[src/rtl/can_rxq_axil.sv]
// CAN receive queue with an AXI4-Lite register front end.
// Messages pushed by the CAN core land in a circular queue.
// Software reads the head entry through the register map and pops it by writing CTRL.
// A level interrupt fires on a fill threshold or on a sticky overflow.
module can_rxq_axil #(
    parameter int C_S_AXI_ADDR_WIDTH = 32,
    parameter int C_S_AXI_DATA_WIDTH = 32,
    parameter int C_DEPTH_LOG2       = 4,
    parameter int C_IRQ_THRESH_RST   = 1
) (
    input  logic                          S_AXI_ACLK,
    input  logic                          S_AXI_ARESET,
    // AXI4-Lite write address / data / response
    input  logic [C_S_AXI_ADDR_WIDTH-1:0] S_AXI_AWADDR,
    input  logic                          S_AXI_AWVALID,
    output logic                          S_AXI_AWREADY,
    input  logic [C_S_AXI_DATA_WIDTH-1:0] S_AXI_WDATA,
    input  logic [3:0]                    S_AXI_WSTRB,
    input  logic                          S_AXI_WVALID,
    output logic                          S_AXI_WREADY,
    output logic [1:0]                    S_AXI_BRESP,
    output logic                          S_AXI_BVALID,
    input  logic                          S_AXI_BREADY,
    // AXI4-Lite read address / data
    input  logic [C_S_AXI_ADDR_WIDTH-1:0] S_AXI_ARADDR,
    input  logic                          S_AXI_ARVALID,
    output logic                          S_AXI_ARREADY,
    output logic [C_S_AXI_DATA_WIDTH-1:0] S_AXI_RDATA,
    output logic [1:0]                    S_AXI_RRESP,
    output logic                          S_AXI_RVALID,
    input  logic                          S_AXI_RREADY,
    // Message push interface from the CAN core
    input  logic                          MSG_VALID,
    input  logic [28:0]                   MSG_ID,
    input  logic                          MSG_IDE,
    input  logic                          MSG_RTR,
    input  logic [3:0]                    MSG_DLC,
    input  logic [63:0]                   MSG_DATA,
    // Status outputs
    output logic                          CAN_IRQ,
    output logic                          RXQ_FULL
);

    localparam int DEPTH = 1 << C_DEPTH_LOG2;

    // Entry layout: {data[63:0], dlc[3:0], rtr, ide, id[28:0]}
    localparam int ENTRY_W = 64 + 4 + 1 + 1 + 29;

    localparam logic [C_DEPTH_LOG2:0] DEPTH_CNT = {1'b1, {C_DEPTH_LOG2{1'b0}}};

    // Register offsets decoded from address bits [4:2]
    localparam logic [2:0] REG_RXID    = 3'd0;
    localparam logic [2:0] REG_RXDLC   = 3'd1;
    localparam logic [2:0] REG_DATA_LO = 3'd2;
    localparam logic [2:0] REG_DATA_HI = 3'd3;
    localparam logic [2:0] REG_STATUS  = 3'd4;
    localparam logic [2:0] REG_CTRL    = 3'd5;
    localparam logic [2:0] REG_THRESH  = 3'd6;
    localparam logic [2:0] REG_OVF_CNT = 3'd7;

    // Queue storage and bookkeeping
    logic [ENTRY_W-1:0]      mem [DEPTH];
    logic [C_DEPTH_LOG2-1:0] wr_ptr;
    logic [C_DEPTH_LOG2-1:0] rd_ptr;
    logic [C_DEPTH_LOG2:0]   count;
    logic                    empty;
    logic                    full;
    logic [15:0]             count16;

    // Overflow, threshold and interrupt state
    logic        ovf;
    logic [15:0] ovf_cnt;
    logic [15:0] irq_thresh;
    logic        irq;

    // AXI channel state
    logic        awready;
    logic        bvalid;
    logic        arready;
    logic        rvalid;
    logic [31:0] rdata;

    // Decoded write-side controls
    logic       wr_fire;
    logic [2:0] wr_sel;
    logic       ctrl_wr;
    logic       pop_req;
    logic       pop_do;
    logic       ovf_clr;
    logic       flush;
    logic       push_do;
    logic       drop;

    // Head entry fields
    logic [ENTRY_W-1:0] head;
    logic [28:0]        head_id;
    logic               head_ide;
    logic               head_rtr;
    logic [3:0]         head_dlc;
    logic [63:0]        head_data;

    // Read side
    logic       ar_fire;
    logic [2:0] rd_sel;
    logic [31:0] rd_mux;
    logic [31:0] status_word;

    // Address bits outside [4:2] and the byte strobes carry no meaning here.
    logic unused_inputs;
    assign unused_inputs = ^{S_AXI_AWADDR, S_AXI_ARADDR, S_AXI_WSTRB, S_AXI_WDATA};

    assign empty   = (count == '0);
    assign full    = (count == DEPTH_CNT);
    assign count16 = 16'(count);

    // ------------------------------------------------------------------
    // Write-side decode: a register write takes effect in the handshake
    // cycle, i.e. while AWREADY is high together with both valids.
    // ------------------------------------------------------------------
    assign wr_fire = awready & S_AXI_AWVALID & S_AXI_WVALID;
    assign wr_sel  = S_AXI_AWADDR[4:2];
    assign ctrl_wr = wr_fire & (wr_sel == REG_CTRL);
    assign pop_req = ctrl_wr & S_AXI_WDATA[0];
    assign ovf_clr = ctrl_wr & S_AXI_WDATA[1];
    assign flush   = ctrl_wr & S_AXI_WDATA[2];

    // A pop on an empty queue is a no-op. A push is accepted whenever a
    // slot is free or the head leaves in the same cycle, so a full queue
    // with a concurrent pop never overflows. Flush discards both.
    assign pop_do  = pop_req & ~empty & ~flush;
    assign push_do = MSG_VALID & (~full | pop_do) & ~flush;
    assign drop    = MSG_VALID & full & ~pop_do & ~flush;

    // Queue RAM write port
    // NOTE: the RAM sits outside the reset domain on purpose; a reset would
    // stop it mapping onto memory primitives, and the empty flag already
    // masks whatever stale contents remain.
    always_ff @(posedge S_AXI_ACLK) begin
        if (push_do) begin
            mem[wr_ptr] <= {MSG_DATA, MSG_DLC, MSG_RTR, MSG_IDE, MSG_ID};
        end
    end

    // Pointer and occupancy update; flush overrides push and pop
    always_ff @(posedge S_AXI_ACLK or posedge S_AXI_ARESET) begin
        if (S_AXI_ARESET) begin
            wr_ptr <= '0;
            rd_ptr <= '0;
            count  <= '0;
        end else if (flush) begin
            wr_ptr <= '0;
            rd_ptr <= '0;
            count  <= '0;
        end else begin
            if (push_do) begin
                wr_ptr <= wr_ptr + 1'b1;
            end
            if (pop_do) begin
                rd_ptr <= rd_ptr + 1'b1;
            end
            if (push_do && !pop_do) begin
                count <= count + 1'b1;
            end else if (pop_do && !push_do) begin
                count <= count - 1'b1;
            end
        end
    end

    // Sticky overflow flag and saturating drop counter; a clear wins
    always_ff @(posedge S_AXI_ACLK or posedge S_AXI_ARESET) begin
        if (S_AXI_ARESET) begin
            ovf     <= 1'b0;
            ovf_cnt <= '0;
        end else if (ovf_clr) begin
            ovf     <= 1'b0;
            ovf_cnt <= '0;
        end else if (drop) begin
            ovf <= 1'b1;
            if (ovf_cnt != 16'hFFFF) begin
                ovf_cnt <= ovf_cnt + 16'd1;
            end
        end
    end

    // Interrupt threshold register
    always_ff @(posedge S_AXI_ACLK or posedge S_AXI_ARESET) begin
        if (S_AXI_ARESET) begin
            irq_thresh <= 16'(C_IRQ_THRESH_RST);
        end else if (wr_fire && wr_sel == REG_THRESH) begin
            irq_thresh <= S_AXI_WDATA[15:0];
        end
    end

    // Registered level interrupt; a zero threshold disables the fill term
    always_ff @(posedge S_AXI_ACLK or posedge S_AXI_ARESET) begin
        if (S_AXI_ARESET) begin
            irq <= 1'b0;
        end else begin
            irq <= ((irq_thresh != 16'd0) && (count16 >= irq_thresh)) || ovf;
        end
    end

    // Write channel: one-cycle AWREADY/WREADY pulse, then BVALID until BREADY
    always_ff @(posedge S_AXI_ACLK or posedge S_AXI_ARESET) begin
        if (S_AXI_ARESET) begin
            awready <= 1'b0;
            bvalid  <= 1'b0;
        end else begin
            awready <= S_AXI_AWVALID & S_AXI_WVALID & ~bvalid & ~awready;
            if (wr_fire) begin
                bvalid <= 1'b1;
            end else if (S_AXI_BREADY) begin
                bvalid <= 1'b0;
            end
        end
    end

    // ------------------------------------------------------------------
    // Read side: the head entry is read asynchronously from the RAM and
    // the selected register is captured into RDATA at acceptance.
    // ------------------------------------------------------------------
    assign head      = mem[rd_ptr];
    assign head_id   = head[28:0];
    assign head_ide  = head[29];
    assign head_rtr  = head[30];
    assign head_dlc  = head[34:31];
    assign head_data = head[98:35];

    assign status_word = {13'd0, ovf, full, empty, count16};
    assign ar_fire     = arready & S_AXI_ARVALID;
    assign rd_sel      = S_AXI_ARADDR[4:2];

    // Register read multiplexer; head-entry registers read 0 when empty
    // NOTE: every output of a combinational block gets a default first,
    // otherwise an unlisted path holds its old value and infers a latch.
    always_comb begin
        rd_mux = 32'd0;
        case (rd_sel)
            REG_RXID:    if (!empty) rd_mux = {head_ide, head_rtr, 1'b0, head_id};
            REG_RXDLC:   if (!empty) rd_mux = {28'd0, head_dlc};
            REG_DATA_LO: if (!empty) rd_mux = head_data[31:0];
            REG_DATA_HI: if (!empty) rd_mux = head_data[63:32];
            REG_STATUS:  rd_mux = status_word;
            REG_CTRL:    rd_mux = 32'd0;
            REG_THRESH:  rd_mux = {16'd0, irq_thresh};
            REG_OVF_CNT: rd_mux = {16'd0, ovf_cnt};
            default:     rd_mux = 32'd0;
        endcase
    end

    // Read channel: one-cycle ARREADY pulse, then RVALID/RDATA until RREADY
    // NOTE: state registers use non-blocking assignments so every flop
    // samples the pre-edge values regardless of statement order.
    always_ff @(posedge S_AXI_ACLK or posedge S_AXI_ARESET) begin
        if (S_AXI_ARESET) begin
            arready <= 1'b0;
            rvalid  <= 1'b0;
            rdata   <= '0;
        end else begin
            arready <= S_AXI_ARVALID & ~rvalid & ~arready;
            if (ar_fire) begin
                rvalid <= 1'b1;
                rdata  <= rd_mux;
            end else if (S_AXI_RREADY) begin
                rvalid <= 1'b0;
            end
        end
    end

    assign S_AXI_AWREADY = awready;
    assign S_AXI_WREADY  = awready;
    assign S_AXI_BVALID  = bvalid;
    assign S_AXI_BRESP   = 2'b00;
    assign S_AXI_ARREADY = arready;
    assign S_AXI_RVALID  = rvalid;
    assign S_AXI_RDATA   = rdata;
    assign S_AXI_RRESP   = 2'b00;
    assign CAN_IRQ       = irq;
    assign RXQ_FULL      = full;

endmodule

[config.mk]
export PLATFORM = sky130hd
export DESIGN_NAME = can_rxq_axil
export DESIGN_NICKNAME = d
export VERILOG_FILES = /design/src/rtl/can_rxq_axil.sv
export SDC_FILE = /design/constraint.sdc
export NUM_CORES = 2
export LEC_CHECK = 0
export BUFFER_PORTS_ARGS = -buffer_cell sky130_fd_sc_hd__buf_2
export CAP_MARGIN = 20
export CORE_UTILIZATION = 45
export DETAILED_ROUTE_END_ITERATION = 7
export SYNTH_ARGS = -nofsm -noshare
export SYNTH_HDL_FRONTEND = slang
export SYNTH_SLANG_ARGS = --single-unit
[constraint.sdc]
create_clock -name S_AXI_ACLK -period 9.27 [get_ports S_AXI_ACLK]
set_clock_uncertainty 0.05 [all_clocks]
set_input_delay 1.854 -clock S_AXI_ACLK [delete_from_list [all_inputs] [get_ports S_AXI_ACLK]]
set_output_delay 1.854 -clock S_AXI_ACLK [all_outputs]
set_load 0.03 [all_outputs]
; Word level (Yosys, flattened, before mapping)
; Memories as Yosys holds them, arrays and structs flattened.
; Cells that the tools add are included.
; Widths: inputs -> output; s select.
[classes]
bitwise_logic = 28
muxes = 23
reduce_logical = 18
n_lt_le_gt_ge = 1
n_addsub = 5
eq_ne = 11
[op_table]
columns = op, count
row1 = $pmux 32 s8, 1
row2 = $mux 32, 3
row3 = $mux 16, 3
row4 = $mux 4, 5
row5 = $and 1x1->1, 19
row6 = $eq 3x3->1 const B, 6
row7 = $add 16x1->16 const B, 1
row8 = $ge 5x16->1, 1
row9 = $ne 16x16->1 const B, 1
row10 = $reduce_bool 16->1, 1
row11 = $mux 5, 3
row12 = $reduce_bool 2->1, 6
row13 = $add 4x1->4 const B, 2
row14 = $mux 1, 8
row15 = $not 1->1, 8
row16 = $eq 3x2->1 const B, 2
row17 = $add 5x1->5 const B, 1
row18 = $eq 5x5->1 const B, 1
row19 = $logic_not 5->1, 1
row20 = $sub 5x1->5 const B, 1
row21 = $logic_and 1x1->1, 4
row22 = $eq 3x1->1 const B, 1
row23 = $logic_not 3->1, 1
row24 = $reduce_bool 3->1, 1
row25 = other kinds (4), 5
[word_totals]
elab_cells = 99
ramBits = 1584
mem_count = 1
output_inout_bits = 43
regBits = 83
[mem_list]
columns = name, depth, width, read_ports, rd_clocked_by_memory_dff, write_ports, line_no
row1 = mem, 16, 99, 1, 0, 1, 62  ; logic [ENTRY_W-1:0] mem [DEPTH];

; Longest topological paths before layout
[depth]
ltp_word = 14
mapped_depth = 11
mapped_depth_nobuf = 11

; Worst setup path before layout
; Ideal clock, no wire load.
[synth_timing]
path_type = input port to flip-flop
start = input port S_AXI_AWADDR[4]
end = memory mem[3][0] (netlist name), enable pin
setup_slack_ns = -0.952
n_path_buf = 0
required_ns = 8.542
arrival_time_ns = 9.494
stages = 6
cell_sequence = nand4_1 -> nor2_1 -> a21oi_1 -> nor3b_1 -> nand2_1 -> nor3_1
[synth_between]
elab_chain_len = 10
[synth_rtl]
columns = element, line_no
row1 = start: declaration, 14  ; input logic [C_S_AXI_ADDR_WIDTH-1:0] S_AXI_AWADDR,
row2 = $eq 3x3->1 *, 122  ; assign ctrl_wr = wr_fire & (wr_sel == REG_CTRL);
row3 = $and 1x1->1 *, 122
row4 = "$and 1x1->1, on equally long branches", "123, 125"
row5 = $and 1x1->1 / $not 1->1 (equally long branches), "130, 131"
row6 = $and 1x1->1, 130  ; assign pop_do = pop_req & ~empty & ~flush;
row7 = $or 1x1->1, 131  ; assign push_do = MSG_VALID & (~full | pop_do) & ~flush;
row8 = $and 1x1->1, 131
row9 = $and 1x1->1 *, 131
row10 = $mux 1 *, 139  ; if (push_do) begin
row11 = $mux 1 (not written as such) *, 140  ; mem[wr_ptr] <= {MSG_DATA, MSG_DLC, MSG_RTR, MSG_IDE, MSG_ID};
row12 = end: declaration, 62
; Every way passes the cells marked *; elsewhere a longest branch is shown, timed or not.

; Final worst setup path
[layout_timing]
start = input port S_AXI_WVALID
end = memory mem[9][23] (netlist name), enable pin
[layout_between]
elab_chain_len = 10
[layout_rtl]
columns = element, line_no
row1 = start: declaration, 19  ; input logic S_AXI_WVALID,
row2 = $and 1x1->1 *, 120  ; assign wr_fire = awready & S_AXI_AWVALID & S_AXI_WVALID;
row3 = $and 1x1->1 *, 122
row4 = "$and 1x1->1, on equally long branches", "123, 125"
row5 = $and 1x1->1 / $not 1->1 (equally long branches), "130, 131"
row6 = $and 1x1->1, 130
row7 = $or 1x1->1, 131
row8 = $and 1x1->1, 131
row9 = $and 1x1->1 *, 131
row10 = $mux 1 *, 139
row11 = $mux 1 (not written as such) *, 140
; Marks and branches as above.

==> impl_metrics.csv <==
group,metric,value,unit
logic_synthesis,distinct_cell_type_count_of_the_synthesized_netlist,67,
critical_path,timing.critical_path.required,9.61,ns
routing,routed.top_layer,"met5",
logic_synthesis,ys_ff_latch,1667,
timing,final.setup.worst_slack,4.28,ns
logic_synthesis,synth_sequential_area_ratio,76.9,%
critical_path,cp_max_fo,48,
logic_synthesis,yosys_warning_total,0,
routing,route.layer.met1.wl,65700,um
global_routing,gr-usage-all-layers,22.4,%
final_layout,final.fill_count,11151,
global_routing,antenna_found_initial,36,
timing,report.final.hold_viol_count,0,
logic_synthesis,synthTopCellsByArea,"sky130_fd_sc_hd__edfxtp_1, sky130_fd_sc_hd__mux4_2, sky130_fd_sc_hd__dfrtp_1",
place,pre_cts_ws,3.51,ns
routing,drt_first_iter_violations,3223,
timing,slew_viol_final,0,
logic_synthesis,synth_largest_type_area_fraction,73.7,%
clock_tree,clk_path_buf_depth,3,
critical_path,critical_path.startpoint_type,"input port",
routing,post-route-drc-count,0,
power,internal-power,13.3,mW
final_layout,layout.area.seq,49700,sq um
routing,route.detailed.wl_per_inst,29.9,um
clock_tree,hold_fix_buffers_cts,0,
clock_tree,cts-root-buf,"sky130_fd_sc_hd__clkbuf_16",
routing,post_route_ant_nets,0,
floorplan,die_width,381,um
clock_tree,cts-resized-gates,0,
power,total_switching_power,4.37,mW
timing,rsz0062_at_grt,"no",
job,drv.max_cap_violation_count,0,
floorplan,die_area,145000,sq um
logic_synthesis,syn_inst,3122,
final_layout,synthToLayoutAreaGrowth,13.3,%
routing,drt_pass1_iterations,5,
place,globalplace.congestion,0.826,
global_routing,globalRouteOverflowTotal,0,
timing,fmaxAchievable,200,MHz
logic_synthesis,post_synth.cell_area_avg,20.7,sq um
logic_synthesis,synth_ff_type,"sky130_fd_sc_hd__edfxtp_1",
global_routing,number_of_global_route_vias_before_repair,33186,
clock_tree,htree_levels,4,
clock_tree,cts_buffers,170,
timing,finalCritPeriodShare,53.9,%
critical_path,crit_arrival,5.34,ns
clock_tree,clk_transition_reported_paths,0.06,ns
worst_hold_path,min-delay-path-class,"reg2reg",
status,run_status,"completed",
power,clock_network_fraction_of_design_power,36.5,%
floorplan,chip_height,381,um
logic_synthesis,synth_edf_count,1584,
critical_path,end_kind,"register",
routing,dr_total_vias,32175,
final_layout,most-common-layout-cells,"sky130_fd_sc_hd__edfxtp_1, sky130_fd_sc_hd__mux4_2, sky130_fd_sc_hd__clkbuf_16",
routing,wire_length_on_met3,12300,um
timing,fin_setup_tns,0,ns
power,power.switching_fraction,24.7,%
routing,viasPerCell,5.96,
power,peakVddDrop,0.155,mV
floorplan,top_level_ports,250,
floorplan,core_region_area,142000,sq um
logic_synthesis,post-synth-top-area-cell,"sky130_fd_sc_hd__edfxtp_1",
power,p_leak,23.4,nW
final_layout,layout.cells.most_common,"sky130_fd_sc_hd__edfxtp_1",
critical_path,timing_worst_setup_path_type,"in2reg",
final_layout,finish.net_count,3589,
floorplan,row_count,138,
timing,timing.slew.headroom,24.2,%
routing,finalWirelength,162000,um
routing,met2WireLength,78300,um
place,port_buffers,167,
logic_synthesis,postSynth.asyncResetShare,4.98,%
global_routing,grt_first_pass_wirelength,233000,um
clock_tree,postCtsSetupBuffers,0,
final_layout,layout-drive-gt1-share,25.8,%
clock_tree,tritoncts_num_sinks,1667,
final_layout,area_of_the_multi_input_gates,14200,sq um
power,power-per-cell-area,241,nW/um^2
floorplan,initial_utilization,45.5,%
timing,fin_crit_period,4.99,ns
power,p_seq_share,52.8,%
place,hpwl,88300,um
timing,report.final.setup_viol,0,
clock_tree,cts_tree,"built",
power,power.share.combinational,10.7,%
timing,max_slew.worst_pin.slew,1.14,ns
global_routing,grt_start_max_net_pins,111,
logic_synthesis,cell_area_after_synthesis,64600,sq um
clock_tree,worstSkewPairLatency,0.79,ns
==> per-stage QoR <==
| stage | cells | power [mW] | area (sq um) | util [%] | hold WS [ns] |
|---|---|---|---|---|---|
| finish | 5401 | 17.6 | 73100 | 51.5 | 0.411 |
| floorplan | 3125 | 10.6 | 64600 | - | 0.414 |
| detailed placement | 5082 | 11.4 | 67800 | 47.8 | 0.413 |
| CTS | 5393 | 17.8 | 73100 | 51.5 | 0.412 |
| global placement | 5081 | 11.3 | 67800 | 47.8 | 0.395 |
| global route | 5400 | 18.2 | 73100 | 51.5 | 0.425 |
==> flip-flops by register name, indices dropped and copies added (netlist names) <==
name / cells
count: 5
rd_ptr: 4
ovf_cnt: 16
S_AXI_BVALID: 1
mem: 1584
ovf: 1
S_AXI_RVALID: 1
wr_ptr: 4
S_AXI_RDATA: 32
S_AXI_ARREADY: 1
irq_thresh: 16
CAN_IRQ: 1
S_AXI_AWREADY: 1
==> area by class of cell <==
type / count / area share, %
Antenna cell: 6 / 0.0205
Clock buffer: 228 / 6.40
Clock inverter: 83 / 0.801
Inverter: 19 / 0.101
Multi-Input combinational cell: 1270 / 19.5
Sequential cell: 1667 / 67.9
Tap cell: 1890 / 3.23
Timing Repair Buffer: 238 / 2.06
==> logic make-up after synthesis <==
family | synth area share, %
buffers and inverters | 1.33
XOR/XNOR | 0.312
AO/OA/AOI/OAI | 3.28
multiplexers | 15.1
flip-flops | 76.9
AND/OR/NAND/NOR | 2.72
adder cells (fa/ha/maj) | 0.322
other | 0.00581
==> per-layer routing <==
layer	track usage, %	up-vias
met5	0	-
met4	8.00	24
met3	4.93	283
met2	36.0	1259
met1	30.1	17128
li1	-	13481
==> worst max-delay path, stage by stage <==
cell	delay, ns
sky130_fd_sc_hd__buf_2	0.11
sky130_fd_sc_hd__nand4_1	0.31
sky130_fd_sc_hd__nor2_1	0.24
sky130_fd_sc_hd__a21oi_1	0.10
sky130_fd_sc_hd__nor3b_1	0.52
sky130_fd_sc_hd__nand2_1	0.41
sky130_fd_sc_hd__nor2_4	0.76
sky130_fd_sc_hd__buf_4	0.97
==> synthesized netlist by cell type (13+ instances only) <==
| cell | n |
|---|---|
| sky130_fd_sc_hd__nor4_1 | 17 |
| sky130_fd_sc_hd__a22o_1 | 14 |
| sky130_fd_sc_hd__clkbuf_1 | 53 |
| sky130_fd_sc_hd__mux2i_1 | 154 |
| sky130_fd_sc_hd__inv_1 | 18 |
| sky130_fd_sc_hd__mux2_2 | 57 |
| sky130_fd_sc_hd__buf_1 | 16 |
| sky130_fd_sc_hd__dfrtp_1 | 82 |
| sky130_fd_sc_hd__a21oi_1 | 51 |
| sky130_fd_sc_hd__nor2_1 | 107 |
| sky130_fd_sc_hd__nand3_1 | 33 |
| sky130_fd_sc_hd__xor2_1 | 18 |
| sky130_fd_sc_hd__a211o_1 | 13 |
| sky130_fd_sc_hd__edfxtp_1 | 1584 |
| sky130_fd_sc_hd__ha_1 | 15 |
| sky130_fd_sc_hd__nand2_1 | 110 |
| sky130_fd_sc_hd__mux4_2 | 336 |
| sky130_fd_sc_hd__buf_2 | 89 |
| sky130_fd_sc_hd__nor3_1 | 33 |
| sky130_fd_sc_hd__a2111oi_0 | 14 |
| sky130_fd_sc_hd__o22ai_1 | 81 |
| sky130_fd_sc_hd__o21ai_0 | 44 |
==> power groups by stage <==
stage	sequential (mW)	clock, mW	combinational, mW
after detailed placement	9.48	0	1.91
after global routing	9.37	6.83	2.02
after floorplan	9.50	0	1.06
final	9.32	6.45	1.89
after CTS	9.32	6.56	1.91
after global placement	9.42	0	1.87
==> path summary, 6_finish.rpt <==
check                                   from         endpoint  slack [ns]  depth (start not counted)
worst max-delay path            S_AXI_WVALID       mem[9][23]        4.28                          8
worst min-delay path            S_AXI_BVALID    S_AXI_AWREADY        0.41                          1
worst max register to register     rd_ptr[0]  S_AXI_RDATA[10]        5.01                          6
worst min register to register  S_AXI_BVALID    S_AXI_AWREADY        0.41                          1
max in group asynchronous       S_AXI_ARESET        rd_ptr[3]        6.77                          3
min in group asynchronous       S_AXI_ARESET     S_AXI_RVALID        1.08                          2
(Power assumes the default switching activity.)
